--- src/rtl/spi_pkg.sv ---
// Shared SPI slave definitions: default word width and bit-counter width helper.
package spi_pkg;

   localparam int unsigned SPI_DEFAULT_W = 10;

   // Width of a counter that indexes bits 0..w-1 of a w-bit word.
   function automatic int unsigned cnt_w(input int unsigned w);
      return $clog2(w);
   endfunction

endpackage : spi_pkg

--- src/rtl/spi_sipo_rx_if.sv ---
// MOSI receive-path bundle between the SPI slave control FSM (master) and spi_sipo_rx (slave).
interface spi_sipo_rx_if
   import spi_pkg::*;
#(
   parameter int unsigned DATA_W = SPI_DEFAULT_W
);

   localparam int unsigned CNT_W = cnt_w(DATA_W);

   logic              en;
   logic              MOSI;
   logic              clr;
   logic              rx_ack;
   logic [DATA_W-1:0] rx_data;
   logic              rx_valid;
   logic              busy;
   logic [CNT_W-1:0]  bit_cnt;
   logic              rx_ovr;

   modport master (
      output en, MOSI, clr, rx_ack,
      input  rx_data, rx_valid, busy, bit_cnt, rx_ovr
   );

   modport slave (
      input  en, MOSI, clr, rx_ack,
      output rx_data, rx_valid, busy, bit_cnt, rx_ovr
   );

endinterface : spi_sipo_rx_if

--- src/rtl/spi_bit_counter.sv ---
// Modulo-DATA_W bit counter; wrap flags the increment that closes a word.
module spi_bit_counter
   import spi_pkg::*;
#(
   parameter int unsigned DATA_W = SPI_DEFAULT_W
) (
   input  logic                      clk,
   input  logic                      rst,
   input  logic                      inc,
   input  logic                      clr,
   output logic [cnt_w(DATA_W)-1:0]  cnt,
   output logic                      wrap
);

   localparam int unsigned CNT_W = cnt_w(DATA_W);
   localparam logic [CNT_W-1:0] LAST = CNT_W'(DATA_W - 1);

   assign wrap = inc & ~clr & (cnt == LAST);

   always_ff @(posedge clk or posedge rst) begin
      if (rst) begin
         cnt <= '0;
      end else if (clr || wrap) begin
         cnt <= '0;
      end else if (inc) begin
         cnt <= cnt + CNT_W'(1);
      end
   end

endmodule : spi_bit_counter

--- src/rtl/spi_sipo_rx.sv ---
// Parametrised SPI MOSI serial-in/parallel-out receiver with valid/ack holding register.
// Define SIPO_OVERRUN_EN to keep the unacknowledged word and raise sticky rx_ovr on overrun.
module spi_sipo_rx
   import spi_pkg::*;
#(
   parameter int unsigned DATA_W    = SPI_DEFAULT_W,
   parameter bit          MSB_FIRST = 1'b1
) (
   input  logic         clk,
   input  logic         rst,
   spi_sipo_rx_if.slave bus
);

   localparam int unsigned CNT_W = cnt_w(DATA_W);

   logic [DATA_W-1:0] sh_q;
   logic [DATA_W-1:0] sh_next_c;
   logic [DATA_W-1:0] data_q;
   logic              valid_q;
   logic [CNT_W-1:0]  cnt;
   logic              shift_c;
   logic              done_c;

   assign shift_c = bus.en & ~bus.clr;

   // Value the shift register takes if this edge samples MOSI.
   if (MSB_FIRST) begin : g_msb_first
      assign sh_next_c = {sh_q[DATA_W-2:0], bus.MOSI};
   end else begin : g_lsb_first
      assign sh_next_c = {bus.MOSI, sh_q[DATA_W-1:1]};
   end

   spi_bit_counter #(
      .DATA_W (DATA_W)
   ) u_bit_counter (
      .clk  (clk),
      .rst  (rst),
      .inc  (shift_c),
      .clr  (bus.clr),
      .cnt  (cnt),
      .wrap (done_c)
   );

   always_ff @(posedge clk or posedge rst) begin
      if (rst) begin
         sh_q <= '0;
      end else if (bus.clr) begin
         sh_q <= '0;
      end else if (bus.en) begin
         sh_q <= sh_next_c;
      end
   end

`ifdef SIPO_OVERRUN_EN
   logic ovr_q;
   logic overrun_c;

   assign overrun_c = done_c & valid_q & ~bus.rx_ack;

   // Overrun drops the new word so the consumer still sees the one it has not taken.
   always_ff @(posedge clk or posedge rst) begin
      if (rst) begin
         data_q  <= '0;
         valid_q <= 1'b0;
      end else if (done_c && !overrun_c) begin
         data_q  <= sh_next_c;
         valid_q <= 1'b1;
      end else if (bus.rx_ack) begin
         valid_q <= 1'b0;
      end
   end

   always_ff @(posedge clk or posedge rst) begin
      if (rst) begin
         ovr_q <= 1'b0;
      end else if (bus.clr) begin
         ovr_q <= 1'b0;
      end else if (overrun_c) begin
         ovr_q <= 1'b1;
      end
   end

   assign bus.rx_ovr = ovr_q;
`else
   // Newest word always wins; a completion outranks a same-cycle ack.
   always_ff @(posedge clk or posedge rst) begin
      if (rst) begin
         data_q  <= '0;
         valid_q <= 1'b0;
      end else if (done_c) begin
         data_q  <= sh_next_c;
         valid_q <= 1'b1;
      end else if (bus.rx_ack) begin
         valid_q <= 1'b0;
      end
   end

   assign bus.rx_ovr = 1'b0;
`endif

   assign bus.rx_data  = data_q;
   assign bus.rx_valid = valid_q;
   assign bus.bit_cnt  = cnt;
   assign bus.busy     = (cnt != '0);

endmodule : spi_sipo_rx

--- src/flat_wrapper.sv ---
// flat-port wrapper written by rule: the top's interface ports become plain ports
module spi_sipo_rx_flat import spi_pkg::*;
#(
   parameter int unsigned DATA_W    = SPI_DEFAULT_W,
   parameter bit          MSB_FIRST = 1'b1
)
  (clk, rst, bus_en, bus_MOSI, bus_clr, bus_rx_ack, bus_rx_data, bus_rx_valid, bus_busy, bus_bit_cnt, bus_rx_ovr);
  spi_sipo_rx_if #(.DATA_W(DATA_W)) bus_i ();
  input  logic clk;
  input  logic rst;
  input wire logic [$bits(bus_i.en)-1:0] bus_en;
  input wire logic [$bits(bus_i.MOSI)-1:0] bus_MOSI;
  input wire logic [$bits(bus_i.clr)-1:0] bus_clr;
  input wire logic [$bits(bus_i.rx_ack)-1:0] bus_rx_ack;
  output wire logic [$bits(bus_i.rx_data)-1:0] bus_rx_data;
  output wire logic [$bits(bus_i.rx_valid)-1:0] bus_rx_valid;
  output wire logic [$bits(bus_i.busy)-1:0] bus_busy;
  output wire logic [$bits(bus_i.bit_cnt)-1:0] bus_bit_cnt;
  output wire logic [$bits(bus_i.rx_ovr)-1:0] bus_rx_ovr;
  assign bus_i.en = bus_en;
  assign bus_i.MOSI = bus_MOSI;
  assign bus_i.clr = bus_clr;
  assign bus_i.rx_ack = bus_rx_ack;
  assign bus_rx_data = bus_i.rx_data;
  assign bus_rx_valid = bus_i.rx_valid;
  assign bus_busy = bus_i.busy;
  assign bus_bit_cnt = bus_i.bit_cnt;
  assign bus_rx_ovr = bus_i.rx_ovr;
  spi_sipo_rx #(.DATA_W(DATA_W), .MSB_FIRST(MSB_FIRST)) u_core (.clk(clk), .rst(rst), .bus(bus_i));
endmodule
--- config.mk ---
export PLATFORM = sky130hd
export DESIGN_NAME = spi_sipo_rx_flat
export DESIGN_NICKNAME = d
export VERILOG_FILES = /design/src/rtl/spi_pkg.sv /design/src/rtl/spi_sipo_rx_if.sv /design/src/rtl/spi_bit_counter.sv /design/src/rtl/spi_sipo_rx.sv /design/src/flat_wrapper.sv
export SDC_FILE = /design/constraint.sdc
export NUM_CORES = 1
export LEC_CHECK = 0
export CORE_ASPECT_RATIO = 0.8
export CORE_UTILIZATION = 38
export CTS_CLUSTER_DIAMETER = 60
export CTS_CLUSTER_SIZE = 20
export DETAILED_ROUTE_END_ITERATION = 10
export PLACE_DENSITY = 0.65
export SLEW_MARGIN = 20
export SYNTH_ARGS = -nofsm -noshare
export SYNTH_HDL_FRONTEND = slang
export SYNTH_SLANG_ARGS = --single-unit
--- constraint.sdc ---
create_clock -name clk -period 1.6 [get_ports clk]
set_input_delay 0.16 -clock clk [delete_from_list [all_inputs] [get_ports clk]]
set_output_delay 0.16 -clock clk [all_outputs]
set_load 0.01 [all_outputs]
==> results.toml <==
[pwr]
powerDensity_nw_per_um2 = 694
fin_total_pwr_mw = 1.01
vdd_drop_max_v = 0.000529
comb_power_share_pct = 12.7
share_seq_of_total_power_pct = 61.6
power_switching_mw = 0.241
leakagePower_nw = 0.732
power.internal_mw = 0.768
p_clk_share_pct = 25.6
sw_frac_of_total_pct = 23.9

[grt]
grtUsageTotal_pct = 16.2
grt_pass1_wl_um = 3540
grt_max_degree = 25
grt_pass1_vias = 731
overflow = 0
antenna_found_initial = 0

[route]
dr.first_iter.drc_count = 4
ant_nets = 0
wire_per_inst_um = 13.7
drt_pass1_iterations = 2
drc_errors = 0
vias = 712
avgViaCountPerCell = 4.75
routed_wl_um = 2060

[die]
start_util_pct = 41.8
ios = 23
die-area_um2 = 3010
core_area_um2 = 2540
rows = 16
die_width_um = 61.1
dieHeight_um = 49.3

[cells_and_area]
fin_cells = 150
syn_to_final_growth_pct = 36.9
drive_above_1_share_pct = 27.2
num_antenna_cells = 0
register_area_um2 = 602
n_fill_cell = 235
nNetsFinal = 125
utilization_pct = 57.2
multi_input_area_um2 = 470
design_area_um2 = 1450

[worst_setup_path]
worstPathArrival_ns = 1.78
critPathLaunchType = "flop"
required_ns = 1.80
critPathCaptureType = "flop"
reg2reg_depth = 6
worst-path-max-fanout = 6
path_class = "flop to flop"

[clocking]
clk_path_buf_depth = 2
cts_tree = "yes"
cts_sinks = 24
htreeDepth = 1
cts_buffers = 3
clock_latency_ns = 0.31
cts-root-buf = "clkbuf_4"
clk_pin_slew_worst_paths_ns = 0.13

[synthesis]
yosys.area.top_type = "dfrtp_1"
synth_edf_count = 0
synth_cells = 85
ys.flop_type = "dfrtp_1"
yosys-top-cells-count = "dfrtp_1, nor2_1, mux2_2, mux2i_1"
ys_types = 23
synth_top_area_share_pct = 56.5
synth.most_common_cell = "dfrtp_1"
synth_warnings = 0
syn-cell-area_um2 = 1060
syn_nets = 94
synth_seq_cells = 24
synthArstFlopShare_pct = 100
yosys-top-cells-area = "dfrtp_1, mux2_2, mux2i_1"
avgSynthCellArea_um2 = 12.5
yosysSeqAreaShare_pct = 56.5

[min_path]
holdCritPathClass = "primary input to asynchronous set/reset pin"

[placed_design]
place.gp.congestion = 0.765
dp_slack_ns = 0.00257
port_buffers = 21
placed_cell_area_um2 = 1370
hpwl_um = 1360
dp.cells = 145

[sta]
min_period_ns = 1.59
finalClockSkew_ns = 0.0135
max_freq_mhz = 631
whs_ns = 0.193
rsz0062_at_grt = "yes"
tns_ns = 0
slew_violations = 0
setup_viol = 0
finalWorstSetupSlack_ns = 0.0141
final-hold-violation-count = 0
fin_crit_sh_pct = 99.1

[run_status]
status = "completed"

[run]
maxCapViolCount = 0
==> cell type report <==
class                      count  area share, %
timing repair buffer          31           20.6
tap                           36           3.10
clock buffer                   3           1.55
multi-input combinational     52           32.4
inverter                       4           1.03
sequential                    24           41.4
==> logic make-up (layout without fill, tap and decap cells) <==
kind of cell / after synthesis / count (layout) / synth area share, %
other: 1 / 1 / 0.353
muxes: 19 / 19 / 19.1
DFF: 24 / 24 / 56.5
adders and majority gates: 3 / 3 / 3.53
AOI/OAI and AO/OA: 7 / 7 / 3.89
and+or+nand+nor: 21 / 21 / 11.3
buffers and inverters: 9 / 38 / 4.48
xor gates and xnor gates: 1 / 1 / 0.825
==> final timing paths <==
path                                                          from                                 endpoint  slack (ns)
max                        u_core.u_bit_counter.cnt[1]$_DFFE_PP0P_        u_core.bus.rx_data[0]$_DFFE_PP0P_        0.01
max in group asynchronous                                      rst  u_core.u_bit_counter.cnt[2]$_DFFE_PP0P_        1.16
min                                                            rst  u_core.u_bit_counter.cnt[0]$_DFFE_PP0P_        0.19
min in group clk                                        bus_rx_ack          u_core.bus.rx_valid$_DFFE_PP0P_        0.41
max reg2reg                u_core.u_bit_counter.cnt[1]$_DFFE_PP0P_        u_core.bus.rx_data[0]$_DFFE_PP0P_        0.01
min reg2reg                        u_core.bus.rx_valid$_DFFE_PP0P_          u_core.bus.rx_valid$_DFFE_PP0P_        0.51
==> registers in the layout, summed over array words and instances (netlist names) <==
name and flops:
u_core.bus.rx_data 10, u_core.sh_q 9, u_core.u_bit_counter.cnt 4, u_core.bus.rx_valid 1
==> critical path, cell delays in order, from the launching register on <==
cell      delay, ns
dfrtp_1        0.41
inv_2          0.08
ha_4           0.15
nand3b_4       0.10
nor3b_4        0.24
buf_6          0.18
mux2_4         0.31
==> repair_timing <==
action	in CTS	in global routing
gates cloned	1	0
buffers inserted	3	0
gates resized for setup	4	16
endpoints found under the setup margin	11	13
hold buffers	0	0
pin swaps	0	2
==> layout by cell type (no fill, tap or decap) <==
cell and instances:
ha_1 2, nor3b_4 1, dlymetal6s2s_1 1, a21oi_1 3, buf_4 7, o21ai_0 2, clkdlybuf4s50_1 19, ha_4 1
dfrtp_1 23, nand3_1 1, inv_2 1, xnor2_1 1, conb_1 1, a21o_2 1, inv_1 3, a21boi_0 1
nand2b_1 1, mux2i_1 9, mux2_4 10, clkbuf_4 3, nor2_1 11, buf_6 3, dfrtp_2 1, nand3b_4 1
nand2_1 4, clkdlybuf4s15_1 1, or3b_2 1, and4b_2 1
==> power groups by stage <==
stage / clock network (mW) / logic (mW) / registers (mW)
floorplan: 0 / 0.0567 / 0.639
global placement: 0 / 0.120 / 0.633
detailed placement: 0 / 0.122 / 0.633
CTS: 0.266 / 0.128 / 0.621
global route: 0.302 / 0.141 / 0.624
finish: 0.259 / 0.129 / 0.622
==> routing by layer <==
metal | part of all wire, % | track usage (%)
met3 | 3.6 | 5.84
met4 | 0.73 | 3.41
met2 | 47 | 24.8
met5 | 0 | 0
met1 | 49 | 21.8
(Power assumes the default switching activity.)
